<file path="config.mk">
export PLATFORM = sky130hd
export DESIGN_NAME = misr_step
export DESIGN_NICKNAME = d
export VERILOG_FILES = /design/src/rtl/resp_misr_checker_pkg.sv /design/src/rtl/resp_misr_checker_misr_step.sv
export SDC_FILE = /design/constraint.sdc
export NUM_CORES = 1
export LEC_CHECK = 0
export BUFFER_PORTS_ARGS = -buffer_cell sky130_fd_sc_hd__clkbuf_2
export CAP_MARGIN = 20
export CORE_AREA = 2 2 101 103
export DETAILED_ROUTE_END_ITERATION = 10
export DIE_AREA = 0 0 103 105
export PLACE_DENSITY = 0.68
export SYNTH_ARGS = -nofsm -noshare
export SYNTH_HDL_FRONTEND = slang
export SYNTH_SLANG_ARGS = --single-unit
</file>
<file path="constraint.sdc">
create_clock -name vclk -period 1.22
set_input_delay 0.061 -clock vclk [all_inputs]
set_output_delay 0.061 -clock vclk [all_outputs]
set_load 0.01 [all_outputs]
</file>
<file path="src/rtl/resp_misr_checker_pkg.sv">
// +----------------------------------------------------------------------------+
// | Module      : resp_misr_checker_pkg                                        |
// | Description : Shared FSM states, MISR defaults and fold width rule.        |
// | Revision    : 1.0 - initial release                                        |
// +----------------------------------------------------------------------------+
`default_nettype none

package resp_misr_checker_pkg;

    typedef logic [1:0] state_t;

    localparam state_t ST_IDLE   = 2'd0;
    localparam state_t ST_RUN    = 2'd1;
    localparam state_t ST_FINISH = 2'd2;

    localparam logic [31:0] DEFAULT_POLY = 32'h04C11DB7;
    localparam logic [31:0] DEFAULT_SEED = 32'hFFFFFFFF;

    // Number of SIG_W-wide slices once y is zero-padded up to a multiple of SIG_W.
    function automatic int fold_slices(input int y_w, input int sig_w);
        return (y_w + sig_w - 1) / sig_w;
    endfunction

endpackage

`default_nettype wire

</file>
<file path="src/rtl/resp_misr_checker_misr_step.sv">
// +----------------------------------------------------------------------------+
// | Module      : misr_step                                                    |
// | Description : Combinational next-signature: shift/feedback plus fold(y).   |
// | Revision    : 1.0 - initial release                                        |
// +----------------------------------------------------------------------------+
`default_nettype none

module misr_step
    import resp_misr_checker_pkg::*;
#(
    parameter int               Y_W   = 199,
    parameter int               SIG_W = 32,
    parameter logic [SIG_W-1:0] POLY  = DEFAULT_POLY
) (
    input  logic [SIG_W-1:0] sig,
    input  logic [Y_W-1:0]   y,
    output logic [SIG_W-1:0] sig_next
);

    localparam int N_SLICES = fold_slices(Y_W, SIG_W);
    localparam int PAD_W    = N_SLICES * SIG_W;

    logic [PAD_W-1:0] y_pad;
    logic [SIG_W-1:0] fold;

    always_comb begin
        y_pad = PAD_W'(y);
        fold  = '0;
        for (int i = 0; i < N_SLICES; i++) begin
            fold = fold ^ y_pad[i*SIG_W +: SIG_W];
        end
    end

    assign sig_next = {sig[SIG_W-2:0], 1'b0} ^ (sig[SIG_W-1] ? POLY : '0) ^ fold;

endmodule

`default_nettype wire

</file>
Word-level counts from Yosys, hierarchy flattened

Cells that the tools add are included.

Input bits: 231
Word-level logic and storage cells: 9
Bits in writable memories: 0
Bits in registers: 0
Memories: 0
Bits in latches: 0
Output and inout port bits: 32
ROM bits: 0

Reduce and logical (&&, ||, !) cells: 0
Div/mod/pow operators: 0
Multiplexer cells: 1
Equal/unequal tests: 0
Add/sub/neg operators: 0
Shift operators: 0
Multipliers: 0
Bitwise operators: 8
$lt $le $gt $ge: 0

Operator list:

| cell           | count |
|---|---|
| $xor 32x32->32 | 6 |
| $xor 32x27->32 | 1 |
| $xor 32x7->32  | 1 |
| $mux 27        | 1 |

Logic depth before layout (Yosys ltp)

Gate-level depths: netlist of the first run.

Depth after elaboration: 7
Depth in mapped cells: 5
Mapped depth without buffers: 3

Least setup slack after synthesis of the first run

Ideal clock, no wire load.

Path kind: input to output
From: input y[1]
To: output sig_next[1]
Arrival time: 857 ps
Data required time: 1159 ps
Slack: 302 ps
Stages: 3
Buffers on the path: 0
Path through: xnor2_1 xnor3_1 xnor2_1

Longest elaborated chain between the ends: 7

RTL lines:

| item                        | line                              | text |
|---|---|---|
| start: declaration          | resp_misr_checker_misr_step.sv:16 | `input logic [Y_W-1:0] y,` |
| $xor 32x32->32 (5 in a row) | resp_misr_checker_misr_step.sv:30 | `fold = fold ^ y_pad[i*SIG_W +: SIG_W];` |
| $xor 32x7->32               | resp_misr_checker_misr_step.sv:30 |  |
| $xor 32x32->32              | resp_misr_checker_misr_step.sv:34 | `assign sig_next = {sig[SIG_W-2:0], 1'b0} ^ (sig[SIG_W-1] ? POLY : '0) ^ fold;` |
| end: declaration            | resp_misr_checker_misr_step.sv:17 | `output logic [SIG_W-1:0] sig_next` |

Every way passes these cells.

Final worst setup path of the first run

From: input y[161]
To: output sig_next[1]

Longest elaborated chain between the ends: 3

RTL lines:

| item           | line |
|---|---|
| $xor 32x32->32 | resp_misr_checker_misr_step.sv:30 |
| $xor 32x7->32  | resp_misr_checker_misr_step.sv:30 |
| $xor 32x32->32 | resp_misr_checker_misr_step.sv:34 |

Every way passes these cells.

==> results.json, run 1 <==
{
  "status": "completed",
  "die-area_um2": 10820,
  "crit_type": "input pin to output pin",
  "grt_max_degree": 15,
  "synth_area_leaders": "xnor2_1 (68%), xor2_1 (22%), xnor3_1 (4.6%), xnor2_2 (4.2%), buf_12 (1.0%)",
  "drc": 0,
  "grt_pass1_vias": 2182,
  "ys_seq_area_share_pct": 0,
  "cts_resized": 0,
  "worst_pin_slew_ns": 0.2604,
  "cellLeakagePower_nw": 1.720,
  "stdcell_count": 605,
  "clkbuf_count": 0,
  "routed_wl_mm": 5.697,
  "ant_nets": 0,
  "io_buffers": 263,
  "seq_cell_count": 0,
  "area_delta_synth_final_pct": 75.63,
  "fin_crit_ns": 1.135,
  "fillers": 1018,
  "placedCellCount": 605,
  "max_slew_margin_pct": 82.52,
  "worstPathMaxFanout": 1,
  "synth_cell_types": 6,
  "vias_per_cell": 3.732,
  "die_h_um": 105,
  "cp.required_ns": 1.16,
  "fin_crit_sh_pct": 93.04,
  "hold_path.class": "input pin to output pin",
  "ios": 263,
  "rows": 36,
  "vias": 2258,
  "synth_top_area_share_pct": 67.97,
  "antenna_found_initial": 0,
  "power_density_nw_per_um2": 670.7,
  "post_drt_wl_per_cell_um": 9.417,
  "finalHoldViolations": 0,
  "regArea_um2": 0,
  "overflow": 0,
  "synth_area_leader_cell": "xnor2_1",
  "drive_above_1_share_pct": 56.99,
  "synth_fp_nets": 441,
  "start_kind": "input pin",
  "slew_viol_final": 0,
  "max_freq_mhz": 880.9,
  "n_antenna_cell": 0,
  "routabilityCongestion": 0.7237,
  "syn_area_per_cell_um2": 9.265,
  "tns_ns": 0,
  "track_usage_pct": 9.157,
  "synthCells": 210,
  "ctsHoldBuffers": 0,
  "synth_area_um2": 1946,
  "setup_viol": 0,
  "synth_warnings": 0,
  "post-dp-hpwl_mm": 5.651,
  "maxCapViolations": 0,
  "grt_pass1_wl_mm": 8.411,
  "cp.arrival_ns": 1.07,
  "first_iter_violations": 12,
  "coreArea_um2": 9639,
  "rsz0062_at_grt": "no",
  "vdd_ir_drop_max_uv": 283.2,
  "firstDrtPassIters": 4,
  "die_w_um": 103,
  "num-nets-final": 705,
  "end_kind": "output pin",
  "initial_core_util_pct": 20.18,
  "whs_ns": 0.5079
}
path summary, 6_finish.rpt:
kind,from,end,slack (ns),cells past startpoint
max,y[161],sig_next[1],0.08,5
min,y[52],sig_next[20],0.51,4
layer usage:
metal	up-vias	track usage (%)	routed length [um]
li1	1157	-	-
met1	956	7.939	1691
met2	141	21.34	3354
met3	4	0.8027	602
met4	0	0.7519	50
met5	-	0	0
kinds of logic after synthesis:
logic type | count (synthesis) | share of synthesized area [%]
xor+xnor | 208 | 98.39
buf+inv | 2 | 1.608
cells in the mapped netlist:
cell type / count
xnor3_1: 4
buf_12: 1
xnor2_2: 5
xor2_1: 48
buf_6: 1
xnor2_1: 151
through the flow:
step,instance area (um2),setup WS (ns),total power [mW],utilization (%)
global placement,3417,0.07930,2.288,35.45
CTS,3417,0.06015,2.340,35.45
detailed placement,3417,0.06015,2.329,35.45
global route,3417,0.01852,2.512,35.45
finish,3417,0.08486,2.292,35.45
floorplan,1946,0.3017,1.401,-
layout by cell type, fill, tap and decap left out:
cell / count
buf_12: 1
xor2_1: 48
xnor2_2: 5
xnor3_1: 4
xnor2_1: 151
clkbuf_2: 263
power by group:
group	internal [mW]	leakage [nW]	switching (mW)
Sequential	0	0	0
Clock	0	0	0
Combinational	1.29	1.72	1.00
Total	1.29	1.72	1.00
worst max-delay path: stages:
cell and delay, ns:
clkbuf_2 0.08, xnor2_1 0.25, xnor3_1 0.38, xnor2_1 0.15
clkbuf_2 0.15
repair_timing:
item                                    in CTS  in global routing
buffers inserted                             0                  0
endpoints found under the setup margin       0                  1
endpoints found under the hold margin        0                  0
layout make-up:
cell class,count,area (um2),share of cell area (%)
multi-input combinational,208,1914,56.02
timing repair buffer,264,1336,39.11
tap,133,166.4,4.870
Power figures use the tool's default switching activity.
==> inputs of run 2 (changes only) <==
--- a/config.mk
+++ b/config.mk
@@ -5,7 +5,7 @@
 export SDC_FILE = /design/constraint.sdc
 export NUM_CORES = 1
 export LEC_CHECK = 0
-export BUFFER_PORTS_ARGS = -buffer_cell sky130_fd_sc_hd__clkbuf_2
+export BUFFER_PORTS_ARGS = -buffer_cell sky130_fd_sc_hd__buf_2
 export CAP_MARGIN = 20
 export CORE_AREA = 2 2 101 103
 export DETAILED_ROUTE_END_ITERATION = 10
==> run 2 against run 1 <==
Cell count stayed put; wire length is 1.4% higher; critical path depth unchanged; fmax down 0.29%; sequential share of layout area did not move; via count shrank 0.27%; utilization fell by 0.16 points; first-iteration DRC count rose by 100%; die area is the same; total power down 0.56%; critical path type unchanged; largest cell class unchanged; highest routed layer unchanged.
==> results.json, run 2 (synthesis results as in run 1) <==
{
  "maxCapViolations": 0,
  "ant_nets": 0,
  "regArea_um2": 0,
  "post-route-util_pct": 35.29,
  "rsz0062_at_grt": "no",
  "io_buffers": 263,
  "firstDrtPassIters": 4,
  "fin_crit_sh_pct": 93.32,
  "cellLeakagePower_nw": 1.654,
  "clkbuf_count": 0,
  "die-area_um2": 10820,
  "track_usage_pct": 9.457,
  "cpLargestDelayFamily": "XOR/XNOR gates",
  "mostFrequentLayoutCells": "buf_2 (262), xnor2_1 (151), xor2_1 (48)",
  "start_kind": "input pin",
  "tns_ns": 0,
  "worst_pin_slew_ns": 0.2924,
  "post_drt_wl_per_cell_um": 9.552,
  "min_from": "y[50]",
  "fin_crit_ns": 1.138,
  "cpPeakStageDelay_ns": 0.43,
  "min_path_cells": 4,
  "end_kind": "output pin",
  "coreArea_um2": 9639,
  "overflow": 0,
  "routabilityCongestion": 0.6929,
  "antenna_found_initial": 1,
  "vias_per_cell": 3.722,
  "whs_endpoint": "sig_next[18]",
  "hold_path.class": "input pin to output pin",
  "vdd_ir_drop_max_uv": 297.7,
  "whs_ns": 0.5133,
  "drive_above_1_share_pct": 56.90,
  "worstPathMaxFanout": 1,
  "grt_max_degree": 15,
  "initial_core_util_pct": 20.18,
  "routed_wl_mm": 5.779,
  "die_h_um": 105,
  "ios": 263,
  "finalHoldViolations": 0,
  "power_density_nw_per_um2": 669.8,
  "setup_viol": 0,
  "post_cts_buffers": 0,
  "dpl_cell_area_um2": 3397,
  "post-dp-hpwl_mm": 5.644,
  "vias": 2252,
  "layout_commonest_cell": "buf_2",
  "cp.arrival_ns": 1.08,
  "status": "completed",
  "rows": 36,
  "first_iter_violations": 24,
  "fillers": 1046,
  "grt_pass1_wl_mm": 8.707,
  "cp.required_ns": 1.16,
  "design_area_um2": 3402,
  "ctsHoldBuffers": 0,
  "max_freq_mhz": 878.4,
  "multi_input_area_um2": 1914,
  "num-nets-final": 704,
  "seq_cell_count": 0,
  "die_w_um": 103,
  "max_slew_margin_pct": 80.50,
  "crit_type": "input pin to output pin",
  "area_delta_synth_final_pct": 74.86,
  "cp_slowest_cell": "xnor3_1",
  "grt_pass1_vias": 2298,
  "cp.buffers_inverters": 2,
  "drc": 0,
  "crit_chain": "buf_2 -> xnor2_1 -> xnor3_1 -> xnor2_1 -> buf_2",
  "slew_viol_final": 0
}
## run 2: final cells by class
| type | instances | share of cell area (%) |
|---|---|---|
| Multi-Input combinational cell | 208 | 56.27 |
| Timing Repair Buffer | 263 | 38.76 |
| Antenna cell | 1 | 0.07356 |
| Tap cell | 133 | 4.892 |
## run 2: power breakdown
| part | internal, mW | switching (mW) | leakage (nW) |
|---|---|---|---|
| Combinational | 1.29 | 0.991 | 1.65 |
| Sequential | 0 | 0 | 0 |
| Clock | 0.000000110 | 0 | 0.00000634 |
## run 2: worst max-delay path by stage
stage,startpoint,slack [ns],to,cells after the start
floorplan,y[1],0.30,sig_next[1],3
global placement,sig[31],0.04,sig_next[26],5
detailed placement,sig[31],-0.009,sig_next[7],5
CTS,y[4],0.1,sig_next[4],5
global route,y[5],0.0006,sig_next[5],5
finish,y[97],0.08,sig_next[1],5
## run 2: tightest hold or removal path: stages
cell	delay, ns
buf_2	0.08
xnor2_1	0.12
xnor2_1	0.06
buf_2	0.13
## run 2: through the flow
step                setup WS [ns]  std cells  power, mW
CTS                       0.09621        604      2.321
global route            0.0006325        605      2.502
finish                    0.08156        605      2.279
detailed placement      -0.008714        604      2.312
floorplan                  0.3017        210      1.401
global placement          0.03912        604      2.270
## run 2: what timing repair did
item / 4_1_cts / 5_1_grt
resized for setup: 1 / 0
endpoints found under the setup margin: 1 / 1
pin swaps: 0 / 1
## run 2: metal layers
metal	track usage, %	part of all wire (%)
met4	0.5639	0.73
met5	0	0
met3	1.003	11
met1	8.186	31
met2	22.03	58
